<file path="src/rtl/pipeline_stall_controller_if.sv">
// Purpose: hazard inputs and stall/flush controls exchanged between the
//          pipeline datapath and the stall controller.
// Ports (signals):
//   pipeline -> controller : INST_BUSYWAIT, DATA_BUSYWAIT, BRANCH_TAKEN,
//                            ID_EX_MEM_READ, ID_EX_RD, IF_ID_RS1, IF_ID_RS2,
//                            RS1_USED, RS2_USED
//   controller -> pipeline : PC_HOLD, IF_ID_HOLD, IF_ID_FLUSH, ID_EX_HOLD,
//                            ID_EX_BUBBLE, EX_MEM_HOLD, MEM_WB_HOLD, STATE,
//                            STALL_CYCLES, FLUSH_COUNT
// master = pipeline side, slave = stall controller.
interface pipeline_stall_controller_if #(
    parameter int unsigned CNT_W = 16
);
    logic             INST_BUSYWAIT;
    logic             DATA_BUSYWAIT;
    logic             BRANCH_TAKEN;
    logic             ID_EX_MEM_READ;
    logic [4:0]       ID_EX_RD;
    logic [4:0]       IF_ID_RS1;
    logic [4:0]       IF_ID_RS2;
    logic             RS1_USED;
    logic             RS2_USED;

    logic             PC_HOLD;
    logic             IF_ID_HOLD;
    logic             IF_ID_FLUSH;
    logic             ID_EX_HOLD;
    logic             ID_EX_BUBBLE;
    logic             EX_MEM_HOLD;
    logic             MEM_WB_HOLD;
    logic [1:0]       STATE;
    logic [CNT_W-1:0] STALL_CYCLES;
    logic [CNT_W-1:0] FLUSH_COUNT;

    modport master (
        output INST_BUSYWAIT, DATA_BUSYWAIT, BRANCH_TAKEN, ID_EX_MEM_READ,
               ID_EX_RD, IF_ID_RS1, IF_ID_RS2, RS1_USED, RS2_USED,
        input  PC_HOLD, IF_ID_HOLD, IF_ID_FLUSH, ID_EX_HOLD, ID_EX_BUBBLE,
               EX_MEM_HOLD, MEM_WB_HOLD, STATE, STALL_CYCLES, FLUSH_COUNT
    );

    modport slave (
        input  INST_BUSYWAIT, DATA_BUSYWAIT, BRANCH_TAKEN, ID_EX_MEM_READ,
               ID_EX_RD, IF_ID_RS1, IF_ID_RS2, RS1_USED, RS2_USED,
        output PC_HOLD, IF_ID_HOLD, IF_ID_FLUSH, ID_EX_HOLD, ID_EX_BUBBLE,
               EX_MEM_HOLD, MEM_WB_HOLD, STATE, STALL_CYCLES, FLUSH_COUNT
    );
endinterface

</file>
<file path="src/rtl/pipeline_stall_controller.sv">
// Purpose: central hazard/stall sequencer for the 5-stage RV32 pipeline.
//          Produces per-register hold, flush and bubble controls, holds the
//          PC for INIT_CYCLES edges after reset, and keeps saturating
//          stall/flush performance counters.
// Ports:
//   CLK   : clock, rising edge
//   RESET : asynchronous reset, active-low
//   ctl   : slave side of pipeline_stall_controller_if (hazard inputs in,
//           Mealy control outputs + registered STATE/counters out)
module pipeline_stall_controller #(
    parameter int unsigned CNT_W       = 16,
    parameter int unsigned INIT_CYCLES = 4
) (
    input  logic                          CLK,
    input  logic                          RESET,
    pipeline_stall_controller_if.slave    ctl
);

    localparam int unsigned   INIT_W  = 4;
    localparam logic [CNT_W-1:0] CNT_MAX = '1;

    typedef enum logic [1:0] {
        ST_INIT      = 2'd0,
        ST_RUN       = 2'd1,
        ST_MEM_WAIT  = 2'd2,
        ST_INST_WAIT = 2'd3
    } state_e;

    state_e              state_q, state_d;
    logic [INIT_W-1:0]   init_cnt_q, init_cnt_d;
    logic [CNT_W-1:0]    stall_q, stall_d;
    logic [CNT_W-1:0]    flush_q, flush_d;

    logic lu_c;
    logic pc_hold_c, if_id_hold_c, if_id_flush_c, id_ex_hold_c;
    logic id_ex_bubble_c, ex_mem_hold_c, mem_wb_hold_c;

    // State, init window counter and perf counters
    always_ff @(posedge CLK or negedge RESET) begin
        if (!RESET) begin
            state_q    <= ST_INIT;
            init_cnt_q <= INIT_W'(INIT_CYCLES - 1);
            stall_q    <= '0;
            flush_q    <= '0;
        end else begin
            state_q    <= state_d;
            init_cnt_q <= init_cnt_d;
            stall_q    <= stall_d;
            flush_q    <= flush_d;
        end
    end

    // Priority chain: data stall > branch redirect > load-use > fetch stall
    always_comb begin
        pc_hold_c      = 1'b0;
        if_id_hold_c   = 1'b0;
        if_id_flush_c  = 1'b0;
        id_ex_hold_c   = 1'b0;
        id_ex_bubble_c = 1'b0;
        ex_mem_hold_c  = 1'b0;
        mem_wb_hold_c  = 1'b0;
        state_d        = state_q;
        init_cnt_d     = init_cnt_q;
        stall_d        = stall_q;
        flush_d        = flush_q;

        lu_c = ctl.ID_EX_MEM_READ && (ctl.ID_EX_RD != 5'd0) &&
               ((ctl.RS1_USED && (ctl.IF_ID_RS1 == ctl.ID_EX_RD)) ||
                (ctl.RS2_USED && (ctl.IF_ID_RS2 == ctl.ID_EX_RD)));

        if (state_q == ST_INIT) begin
            // Drain the pipeline to NOPs; hazard inputs are meaningless here
            pc_hold_c      = 1'b1;
            if_id_flush_c  = 1'b1;
            id_ex_bubble_c = 1'b1;
            if (init_cnt_q == '0) begin
                state_d = ST_RUN;
            end else begin
                init_cnt_d = init_cnt_q - INIT_W'(1);
            end
        end else if (ctl.DATA_BUSYWAIT) begin
            // Whole pipeline frozen; a pending branch simply waits it out
            pc_hold_c     = 1'b1;
            if_id_hold_c  = 1'b1;
            id_ex_hold_c  = 1'b1;
            ex_mem_hold_c = 1'b1;
            mem_wb_hold_c = 1'b1;
            state_d       = ST_MEM_WAIT;
        end else if (ctl.BRANCH_TAKEN) begin
            if_id_flush_c  = 1'b1;
            id_ex_bubble_c = 1'b1;
            state_d        = ST_RUN;
            if (flush_q != CNT_MAX) begin
                flush_d = flush_q + CNT_W'(1);
            end
        end else if (lu_c) begin
            pc_hold_c      = 1'b1;
            if_id_hold_c   = 1'b1;
            id_ex_bubble_c = 1'b1;
            state_d        = ST_RUN;
        end else if (ctl.INST_BUSYWAIT) begin
            pc_hold_c     = 1'b1;
            if_id_flush_c = 1'b1;
            state_d       = ST_INST_WAIT;
        end else begin
            state_d = ST_RUN;
        end

        if ((state_q != ST_INIT) && pc_hold_c && (stall_q != CNT_MAX)) begin
            stall_d = stall_q + CNT_W'(1);
        end
    end

    assign ctl.PC_HOLD      = pc_hold_c;
    assign ctl.IF_ID_HOLD   = if_id_hold_c;
    assign ctl.IF_ID_FLUSH  = if_id_flush_c;
    assign ctl.ID_EX_HOLD   = id_ex_hold_c;
    assign ctl.ID_EX_BUBBLE = id_ex_bubble_c;
    assign ctl.EX_MEM_HOLD  = ex_mem_hold_c;
    assign ctl.MEM_WB_HOLD  = mem_wb_hold_c;
    assign ctl.STATE        = state_q;
    assign ctl.STALL_CYCLES = stall_q;
    assign ctl.FLUSH_COUNT  = flush_q;

endmodule
</file>
<file path="src/flat_wrapper.sv">
// flat-port wrapper written by rule: the top's interface ports become plain ports
module pipeline_stall_controller_flat 
#(
    parameter int unsigned CNT_W       = 16,
    parameter int unsigned INIT_CYCLES = 4
)
  (CLK, RESET, ctl_INST_BUSYWAIT, ctl_DATA_BUSYWAIT, ctl_BRANCH_TAKEN, ctl_ID_EX_MEM_READ, ctl_ID_EX_RD, ctl_IF_ID_RS1, ctl_IF_ID_RS2, ctl_RS1_USED, ctl_RS2_USED, ctl_PC_HOLD, ctl_IF_ID_HOLD, ctl_IF_ID_FLUSH, ctl_ID_EX_HOLD, ctl_ID_EX_BUBBLE, ctl_EX_MEM_HOLD, ctl_MEM_WB_HOLD, ctl_STATE, ctl_STALL_CYCLES, ctl_FLUSH_COUNT);
  pipeline_stall_controller_if #(.CNT_W(CNT_W)) ctl_i ();
  input  logic CLK;
  input  logic RESET;
  input wire logic [$bits(ctl_i.INST_BUSYWAIT)-1:0] ctl_INST_BUSYWAIT;
  input wire logic [$bits(ctl_i.DATA_BUSYWAIT)-1:0] ctl_DATA_BUSYWAIT;
  input wire logic [$bits(ctl_i.BRANCH_TAKEN)-1:0] ctl_BRANCH_TAKEN;
  input wire logic [$bits(ctl_i.ID_EX_MEM_READ)-1:0] ctl_ID_EX_MEM_READ;
  input wire logic [$bits(ctl_i.ID_EX_RD)-1:0] ctl_ID_EX_RD;
  input wire logic [$bits(ctl_i.IF_ID_RS1)-1:0] ctl_IF_ID_RS1;
  input wire logic [$bits(ctl_i.IF_ID_RS2)-1:0] ctl_IF_ID_RS2;
  input wire logic [$bits(ctl_i.RS1_USED)-1:0] ctl_RS1_USED;
  input wire logic [$bits(ctl_i.RS2_USED)-1:0] ctl_RS2_USED;
  output wire logic [$bits(ctl_i.PC_HOLD)-1:0] ctl_PC_HOLD;
  output wire logic [$bits(ctl_i.IF_ID_HOLD)-1:0] ctl_IF_ID_HOLD;
  output wire logic [$bits(ctl_i.IF_ID_FLUSH)-1:0] ctl_IF_ID_FLUSH;
  output wire logic [$bits(ctl_i.ID_EX_HOLD)-1:0] ctl_ID_EX_HOLD;
  output wire logic [$bits(ctl_i.ID_EX_BUBBLE)-1:0] ctl_ID_EX_BUBBLE;
  output wire logic [$bits(ctl_i.EX_MEM_HOLD)-1:0] ctl_EX_MEM_HOLD;
  output wire logic [$bits(ctl_i.MEM_WB_HOLD)-1:0] ctl_MEM_WB_HOLD;
  output wire logic [$bits(ctl_i.STATE)-1:0] ctl_STATE;
  output wire logic [$bits(ctl_i.STALL_CYCLES)-1:0] ctl_STALL_CYCLES;
  output wire logic [$bits(ctl_i.FLUSH_COUNT)-1:0] ctl_FLUSH_COUNT;
  assign ctl_i.INST_BUSYWAIT = ctl_INST_BUSYWAIT;
  assign ctl_i.DATA_BUSYWAIT = ctl_DATA_BUSYWAIT;
  assign ctl_i.BRANCH_TAKEN = ctl_BRANCH_TAKEN;
  assign ctl_i.ID_EX_MEM_READ = ctl_ID_EX_MEM_READ;
  assign ctl_i.ID_EX_RD = ctl_ID_EX_RD;
  assign ctl_i.IF_ID_RS1 = ctl_IF_ID_RS1;
  assign ctl_i.IF_ID_RS2 = ctl_IF_ID_RS2;
  assign ctl_i.RS1_USED = ctl_RS1_USED;
  assign ctl_i.RS2_USED = ctl_RS2_USED;
  assign ctl_PC_HOLD = ctl_i.PC_HOLD;
  assign ctl_IF_ID_HOLD = ctl_i.IF_ID_HOLD;
  assign ctl_IF_ID_FLUSH = ctl_i.IF_ID_FLUSH;
  assign ctl_ID_EX_HOLD = ctl_i.ID_EX_HOLD;
  assign ctl_ID_EX_BUBBLE = ctl_i.ID_EX_BUBBLE;
  assign ctl_EX_MEM_HOLD = ctl_i.EX_MEM_HOLD;
  assign ctl_MEM_WB_HOLD = ctl_i.MEM_WB_HOLD;
  assign ctl_STATE = ctl_i.STATE;
  assign ctl_STALL_CYCLES = ctl_i.STALL_CYCLES;
  assign ctl_FLUSH_COUNT = ctl_i.FLUSH_COUNT;
  pipeline_stall_controller #(.CNT_W(CNT_W), .INIT_CYCLES(INIT_CYCLES)) u_core (.CLK(CLK), .RESET(RESET), .ctl(ctl_i));
endmodule
</file>
<file path="config.mk">
export PLATFORM = sky130hd
export DESIGN_NAME = pipeline_stall_controller_flat
export DESIGN_NICKNAME = d
export VERILOG_FILES = /design/src/rtl/pipeline_stall_controller_if.sv /design/src/rtl/pipeline_stall_controller.sv /design/src/flat_wrapper.sv
export SDC_FILE = /design/constraint.sdc
export NUM_CORES = 1
export LEC_CHECK = 0
export CORE_MARGIN = 2
export CORE_UTILIZATION = 30
export CTS_CLUSTER_SIZE = 30
export DETAILED_ROUTE_END_ITERATION = 12
export MAX_ROUTING_LAYER = met4
export SLEW_MARGIN = 20
export SYNTH_ARGS = -nofsm -noshare
export SYNTH_HDL_FRONTEND = slang
export SYNTH_SLANG_ARGS = --single-unit
</file>
<file path="constraint.sdc">
create_clock -name CLK -period 3 [get_ports CLK]
set_clock_uncertainty 0.05 [all_clocks]
set_input_delay 0.6 -clock CLK [delete_from_list [all_inputs] [get_ports CLK]]
set_output_delay 0.6 -clock CLK [all_outputs]
set_load 0.1 [all_outputs]
</file>
# Word level (Yosys, flattened, before mapping)
# Cells that the tools add are included.
# totals
register_bits	38
# op_classes
bitwise_logic	3
muxes	24
eq_ne	5
addsub	3
reduce_logical	13
# op_table
op	n
16-bit by 1-bit adder with 16-bit output, second input constant	2
16-bit inequality test, second input constant	2
1-bit two-way mux	18
2-bit two-way mux	6
5-bit == test	2
1-bit logical AND	6
5-bit nonzero test	1
4-bit zero test	1
4-bit AND reduction	1
4-bit by 1-bit subtractor with 4-bit output, second input constant	1
1-bit inverter	3
2-bit zero test	1
2-bit inequality test, second input constant	1
2-bit AND reduction	1
2-bit nonzero test	1
1-bit logical OR	1

# Depth between registers and ports, before layout
# Gate-level depths: netlist of the first run.
# logic_depth
depth_word	10
depth_mapped	7
mapped_depth_nobuf	7

# Worst setup path after synthesis of the first run
# OpenSTA, ideal clock, no wires.
# synth_path
path_type	in2out
from	input port ctl_ID_EX_RD[1]
to	output port ctl_PC_HOLD
path_stages	6
path_buffers	0
arrival_time_ps	3521
setup_slack_ps	-1171
path_cell_list	xnor2_1 nand4_1 o22ai_2 nand2b_2 nor2b_1 o21ai_0
# synth_via
elab_chain_len	8
elab_cells_between_ends	12
classes_between	2 x eq/ne; 4 x mux; 6 x reduce/logical
# synth_rtl
element	line	text
start, declared	flat_wrapper.sv:15	input wire logic [$bits(ctl_i.ID_EX_RD)-1:0] ctl_ID_EX_RD;
5-bit == test, on equally long branches	pipeline_stall_controller.sv:68, pipeline_stall_controller.sv:69	
1-bit logical AND, on equally long branches	pipeline_stall_controller.sv:68, pipeline_stall_controller.sv:69	
1-bit logical OR	pipeline_stall_controller.sv:68	((ctl.RS1_USED && (ctl.IF_ID_RS1 == ctl.ID_EX_RD)) ||
1-bit logical AND *	pipeline_stall_controller.sv:67	lu_c = ctl.ID_EX_MEM_READ && (ctl.ID_EX_RD != 5'd0) &&
1-bit two-way mux *	pipeline_stall_controller.sv:96	end else if (lu_c) begin
1-bit two-way mux *	pipeline_stall_controller.sv:89	end else if (ctl.BRANCH_TAKEN) begin
1-bit two-way mux *	pipeline_stall_controller.sv:81	end else if (ctl.DATA_BUSYWAIT) begin
1-bit two-way mux *	pipeline_stall_controller.sv:71	if (state_q == ST_INIT) begin
end, declared	flat_wrapper.sv:20	output wire logic [$bits(ctl_i.PC_HOLD)-1:0] ctl_PC_HOLD;
# Every way passes the cells marked *; elsewhere a longest branch is shown, timed or not.

# Final worst setup path of the first run
# layout_path
from	input port ctl_ID_EX_RD[0]
to	output port ctl_IF_ID_HOLD
# layout_via
elab_chain_len	8
elab_cells_between_ends	12
classes_between	2 x eq/ne; 4 x mux; 6 x reduce/logical
# layout_rtl
element	line	text
5-bit == test, on equally long branches	pipeline_stall_controller.sv:68, pipeline_stall_controller.sv:69	
1-bit logical AND, on equally long branches	pipeline_stall_controller.sv:68, pipeline_stall_controller.sv:69	
1-bit logical OR	pipeline_stall_controller.sv:68	
1-bit logical AND *	pipeline_stall_controller.sv:67	
1-bit two-way mux *	pipeline_stall_controller.sv:96	
1-bit two-way mux *	pipeline_stall_controller.sv:89	
1-bit two-way mux *	pipeline_stall_controller.sv:81	
1-bit two-way mux *	pipeline_stall_controller.sv:71	
end, declared	flat_wrapper.sv:21	output wire logic [$bits(ctl_i.IF_ID_HOLD)-1:0] ctl_IF_ID_HOLD;
# Marked as above.

==> metrics.md, run 1 <==
| Metric | Value |
|---|---|
| RD Place Congestion | slightly below 0.8 |
| Utilization after layout | roughly 44% |
| Std-Cell Core Area | 6680 um2 |
| FF+latch count, synth | 38 |
| Postcts setup bufs | 0 |
| Syn Inst Count | 197 |
| First-pass GRT wire length | 7660 um |
| Hpwl dp | between 3000 and 4000 um |
| Setup ws final | ~71 ps |
| Cell area after synthesis | between 2000 and 2500 um2 |
| Slowest stage delay, CP | around 500 ps |
| Post-synth net total | 223 |
| Final instance area | approximately 2900 um2 |
| Initial DRT Pass Iterations | 4 |
| Worst slew pin tran | between 800 and 900 ps |
| Post-synthesis cell type count | 38 |
| Vias in the first global route | approximately 1,700 |
| Tmin final | just under 3000 ps |
| F_max | approximately 340 MHz |
| Routed len/inst | 12.5 um |
| Die width | between 80 and 90 um |
| Most frequent cells in the layout | buf_4, dfrtp_1, xnor2_1, nand2_1, clkdlybuf4s50_1 |
| # IOs | 64 |
| Fillers | between 600 and 700 |
| Slowest cell on the critical path | or4_4 |
| Worst VDD drop | ~0.48 mV |
| Synthesis Warnings | 0 |
| Final max-slew violation count | 0 |
| Place WS | 17.2 ps |
| PwrDens | ~800 nW/um2 |
| Sequential area share after synthesis | between 40% and 50% |
| Final setup vio count | 0 |
| Layout cells sized above 1 | between 20% and 30% |
| Clock latency on the worst-skew pair | approximately 290 ps |
| Clock Tree Root | clkbuf_8 |
| Post-layout total power | 2.35 mW |
| Buffers on Ports | 63 |
| TritonCTS clock tree | built |
| Diodes inserted | 0 |
| Non-Filler Instances | roughly 350 |
| Largest fanout on the critical path | 4 |
| Critical path's top delay family | simple AND/OR/NAND/NOR gates |
| Final nets | ~300 |
| Busiest grt layer | met2 |
| Top post-synthesis cells by area | dfrtp_1, xnor2_1, xor2_1 |
| GRT overflow | 0 |
| Worst hold path type | input port to async pin |
| Largest net degree at the start of global routing | 39 |
| Syn Area/Cell | 10.3 um2 |
| Worst-path cell chain | clkdlybuf4s50_1, or4_4, o21ai_2, nand2b_4, nor2_1, o21a_1, buf_12 |
| Worst R2R End | u_core.ctl.STALL_CYCLES[1] |
| WS Path Type | input port to output port |
| Initial antenna violation count | 0 |
| H-tree Lvls | 2 |
| Worst Setup Start Kind | input port |
| CTS clk-pin slew, worst paths | approximately 80 ps |
| CTS Sinks | 38 |
| CP Data Arrival Time | 2280 ps |
| Most common cell after layout, fill and taps aside | buf_4 |
| Maximum root-to-sink buffer count | 2 |
| Flop2flop setup slack | around 830 ps |
| Die Y | 86.4 um |
| P_leak | 1.31 nW |
| Fin crit share | 97.6% |
| Num rows | 30 |
| Dpl cell area | about 2800 um2 |
| Crit path buffers/inverters | 2 |
| Residual DRC | 0 |
| FF-to-FF path depth | 6 |
| Via-to-Cell Ratio | 4.75 |
| Relative slew slack | a little over two fifths |
| Area delta synth->final | 43.4% |
| Run status | finished, final reports clean |
| Yosys top cell by area | dfrtp_1 |
| Routed via count | 1,677 |
| Maxcap violations | 0 |
| Hold-fix buffers at CTS | 0 |
| Global routing usage on met1 | 18.4% |
| Sum of negative setup slack | 0 ps |
| # placed instances | roughly 350 |
| Met2 Use GR | a little under a fifth |
| Num CTS Buffers | 5 |
| Initial Util | 30.4% |
| Die ar. | around 7500 um2 |
| Reg2reg start | u_core.ctl.STALL_CYCLES[0] |
| Share of the synthesized area in the top cell type | roughly 44% |
| Met3 Use GR | around 2.4% |
| DRT iter0 DRCs | between 40 and 50 |
| Final Hold Vio Count | 0 |
| Final wirelength | approximately 4400 um |
| Min Hold Slack | about 370 ps |
| Crit end category | output port |
| All-layer global routing usage | a little over an eighth |
| Post-CTS Resized | 0 |
| Req. time, crit path | 2350 ps |
| Antenna viol nets, final | 0 |
==> logic make-up after synthesis <==
logic type | Yosys count | synth area share [%]
and+or+nand+nor | 87 | 22.1
muxes | 4 | 2.34
buffers and inverters | 8 | 1.84
adders and majority gates | 3 | 1.85
AOI/OAI and AO/OA | 16 | 7.32
DFF | 38 | 46.9
xor gates and xnor gates | 41 | 17.7
==> sequential cells by signal, summed over array words and instances (netlist names) <==
signal,cells
u_core.ctl.STATE,2
u_core.init_cnt_q,4
u_core.ctl.FLUSH_COUNT,16
u_core.ctl.STALL_CYCLES,16
==> synthesized netlist by cell type, drive strengths merged <==
master and number:
nand2b 1, or2 1, nor3b 1, ha 3
mux2i 1, xnor2 25, nand2 20, a21boi 1
and3 3, a2111oi 1, mux2 3, nand4 7
a21oi 6, dfrtp 36, a31o 1, or4 1
or3 2, and2 2, nor4 7, nand3 14
o21ai 4, o21a 1, nor2b 2, nor2 18
inv 6, o22ai 1, dfstp 2, nor3 8
buf 2, o311ai 1, xor2 16
==> where the power goes <==
| group | internal (mW) | total (mW) | switching (mW) |
|---|---|---|---|
| Clock | 0.188 | 0.363 | 0.175 |
| Combinational | 0.323 | 1.26 | 0.941 |
| Sequential | 0.599 | 0.718 | 0.119 |
| Total | 1.11 | 2.35 | 1.24 |
==> worst reg2reg max path, delay by kind of cell, from the launching register on <==
| kind | cells | cell delay (ps) |
|---|---|---|
| AO/OA/AOI/OAI | 2 | 460 |
| flip-flops | 1 | 440 |
| AND/OR/NAND/NOR | 2 | 530 |
| multiplexers | 1 | 330 |
| adder cells (fa/ha/maj) | 1 | 250 |
==> layer usage <==
layer  share of wire [%]  up-vias
li1                    -      827
met1                  48      800
met2                  46       43
met3                 4.6        7
met4                 1.9        0
met5                   0        -
==> worst max-delay path by stage <==
| stage | end | cells past startpoint | start | slack, ps |
|---|---|---|---|---|
| 2_1_floorplan | ctl_PC_HOLD | 6 | ctl_ID_EX_RD[1] | 80 |
| 3_3_place_gp | ctl_IF_ID_FLUSH | 7 | ctl_ID_EX_RD[0] | 40 |
| 3_5_place_dp | ctl_IF_ID_FLUSH | 7 | ctl_ID_EX_RD[0] | 20 |
| 4_1_cts | ctl_IF_ID_FLUSH | 7 | ctl_ID_EX_RD[0] | 20 |
| 5_1_grt | ctl_IF_ID_HOLD | 7 | ctl_ID_EX_RD[4] | -6 |
| 6_report | ctl_IF_ID_HOLD | 7 | ctl_ID_EX_RD[0] | 70 |
==> cell type report <==
cell class / instances / area (um2) / area share (%)
multi-input cells: 151 / 1080 / 37.1
clock buffers: 8 / 90.1 / 3.09
repair buffers: 70 / 668 / 22.9
flip-flops and latches: 38 / 953 / 32.7
well taps: 80 / 100 / 3.43
inverters: 6 / 22.5 / 0.772
(Power assumes the default switching activity.)
==> inputs of run 2 (changes only) <==
--- a/config.mk
+++ b/config.mk
@@ -10,7 +10,7 @@
 export CTS_CLUSTER_SIZE = 30
 export DETAILED_ROUTE_END_ITERATION = 12
 export MAX_ROUTING_LAYER = met4
-export SLEW_MARGIN = 20
 export SYNTH_ARGS = -nofsm -noshare
 export SYNTH_HDL_FRONTEND = slang
 export SYNTH_SLANG_ARGS = --single-unit
+export TNS_END_PERCENT = 30
==> run 2 against run 1 <==
Global-route usage about the same. Setup slack better by 110 ps. Largest power group unchanged. Power up 2.9%. Die area unchanged. Fmax up 4.1%. Critical path type unchanged. Via count down 0.60%. Final area up 1.0%.
==> metrics.md, run 2 (synthesis results as in run 1) <==
| Metric | Value |
|---|---|
| Layout cells sized above 1 | 29.7% (was 28.9%) |
| First-pass GRT wire length | 7690 um (was 7660 um) |
| Buffers on Ports | 63 (unchanged) |
| P_leak | 1.36 nW (was 1.31 nW) |
| Final Hold Vio Count | 0 (unchanged) |
| Num rows | 30 (unchanged) |
| Initial antenna violation count | 0 (unchanged) |
| Fin crit share | 93.8% (was 97.6%) |
| Residual DRC | 0 (unchanged) |
| Clock latency on the worst-skew pair | 290 ps (about the same) |
| Via-to-Cell Ratio | 4.72 (was 4.75) |
| Num CTS Buffers | 5 (unchanged) |
| Slowest stage delay, CP | 500 ps (was 490 ps) |
| Worst VDD drop | 0.333 mV (was 0.479 mV) |
| DRT iter0 DRCs | 60 (was 42) |
| Initial Util | 30.4% (unchanged) |
| Area delta synth->final | 44.8% (was 43.4%) |
| Final setup vio count | 0 (unchanged) |
| # IOs | 64 (unchanged) |
| CTS clk-pin slew, worst paths | 80 ps (about the same) |
| Hold-fix buffers at CTS | 0 (unchanged) |
| Relative slew slack | 41.4% (was 42.8%) |
| Vias in the first global route | 1,660 (was 1,654) |
| WS Path Type | input port to output port (unchanged) |
| Non-Filler Instances | 353 (unchanged) |
| Most frequent cells in the layout | buf_4, dfrtp_1, xnor2_1, nand2_1, nor2_1 (was buf_4, dfrtp_1, xnor2_1, nand2_1, clkdlybuf4s50_1) |
| Diodes inserted | 0 (unchanged) |
| F_max | 355 MHz (was 341 MHz) |
| Crit path buffers/inverters | 2 (unchanged) |
| GRT overflow | 0 (unchanged) |
| Largest net degree at the start of global routing | 39 (unchanged) |
| Min Hold Slack | 378 ps (was 369 ps) |
| Antenna viol nets, final | 0 (unchanged) |
| Req. time, crit path | 2350 ps (about the same) |
| Flop2flop setup slack | 870 ps (was 830 ps) |
| Clock Tree Root | clkbuf_8 (unchanged) |
| TritonCTS clock tree | built (unchanged) |
| Final max-slew violation count | 0 (unchanged) |
| Worst Setup Start Kind | input port (unchanged) |
| Run status | finished, final reports clean (unchanged) |
| Die ar. | 7460 um2 (unchanged) |
| Final instance area | 2950 um2 (was 2920 um2) |
| Std-Cell Core Area | 6680 um2 (unchanged) |
| CP Data Arrival Time | 2160 ps (was 2280 ps) |
| Maximum root-to-sink buffer count | 2 (unchanged) |
| Dpl cell area | 2790 um2 (was 2810 um2) |
| Tmin final | 2810 ps (was 2930 ps) |
| CTS Sinks | 38 (unchanged) |
| Hpwl dp | 3340 um (was 3410 um) |
| PwrDens | 819 nW/um2 (was 804 nW/um2) |
| Worst slew pin tran | 880 ps (was 858 ps) |
| Post-layout total power | 2.41 mW (was 2.35 mW) |
| Die width | 86.4 um (unchanged) |
| Largest fanout on the critical path | 4 (unchanged) |
| Maxcap violations | 0 (unchanged) |
| Critical path's top delay family | buffers and inverters (was simple AND/OR/NAND/NOR gates) |
| Routed len/inst | 12.7 um (was 12.5 um) |
| Worst hold path type | input port to async pin (unchanged) |
| Routed via count | 1,667 (was 1,677) |
| # placed instances | 344 (was 345) |
| H-tree Lvls | 2 (unchanged) |
| Utilization after layout | 44.1% (was 43.7%) |
| Worst-path cell chain | clkdlybuf4s50_1, xnor2_2, nand4_1, o22ai_2, nand2b_4, nor2b_2, o21ai_2, buf_12 (was clkdlybuf4s50_1, or4_4, o21ai_2, nand2b_4, nor2_1, o21a_1, buf_12) |
| RD Place Congestion | 0.751 (was 0.777) |
| Slowest cell on the critical path | clkdlybuf4s50_1 (was or4_4) |
| Die Y | 86.4 um (unchanged) |
| Final nets | 298 (unchanged) |
| Crit end category | output port (unchanged) |
| Most common cell after layout, fill and taps aside | buf_4 (unchanged) |
| Final wirelength | 4480 um (was 4420 um) |
| All-layer global routing usage | 13.2% (about the same) |
| Unrepaired setup endpoints after global routing | false |
| Initial DRT Pass Iterations | 4 (unchanged) |
==> run 2: changes by cell type in the layout (fill, tap and decap cells not counted), moves of 2 or more <==
cell	delta
dlymetal6s2s_1	+2
a21oi_4	-2
a21oi_2	+2
xnor2_2	+3
xnor2_1	-3
clkdlybuf4s50_1	-3
==> run 2: power breakdown <==
part / total [mW] / internal, mW / switching [mW]
registers: 0.716 / 0.599 / 0.117
clock network: 0.434 / 0.249 / 0.185
logic: 1.26 / 0.322 / 0.941
==> run 2: worst register-to-register path, stage by stage (launching register included) <==
cell and delay (ps):
dfrtp_1 430, ha_1 250, nand2_1 100, nor3_1 400, a21oi_1 180, a21oi_4 290
mux2_4 330
==> run 2: area by class of cell <==
class,instances,area [um2]
Multi-Input combinational cell,151,1090
Clock inverter,1,30.0
Inverter,6,22.5
Tap cell,80,100
Clock buffer,7,76.3
Fill cell,653,3730
Timing Repair Buffer,70,676
Sequential cell,38,953
==> run 2: worst paths after layout <==
kind,depth (start not counted),start,end
max,8,ctl_IF_ID_RS1[3],ctl_PC_HOLD
max in group asynchronous,1,RESET,u_core.ctl.STALL_CYCLES[8]
max reg2reg,6,u_core.ctl.STALL_CYCLES[0],u_core.ctl.STALL_CYCLES[1]
min,1,RESET,u_core.ctl.FLUSH_COUNT[6]
min reg2reg,1,u_core.ctl.FLUSH_COUNT[5],u_core.ctl.FLUSH_COUNT[5]
min in group CLK,1,u_core.ctl.FLUSH_COUNT[5],u_core.ctl.FLUSH_COUNT[5]
==> run 2: what timing repair did <==
item | in CTS | in global routing
endpoints found under the setup margin | 3 | 4
pin swaps | 1 | 4
resized for setup | 3 | 9
endpoints found under the hold margin | 0 | 0
setup buffers | 0 | 1
==> run 2: stage by stage <==
step | TNS (ps) | setup slack [ps]
2_1_floorplan | -1100 | -422
3_3_place_gp | -27.9 | -27.2
3_5_place_dp | -70.0 | -36.2
4_1_cts | 0 | 25.7
5_1_grt | 0 | 66.3
6_report | 0 | 185
==> run 2: metal layers <==
metal,routed length [um],vias to the layer above,track usage [%],share of wire [%]
met5,0,-,-,0
met3,223,5,2.95,5.0
li1,-,824,-,-
met2,2090,54,20.3,47
met4,61,0,5.11,1.4
met1,2110,784,16.9,47
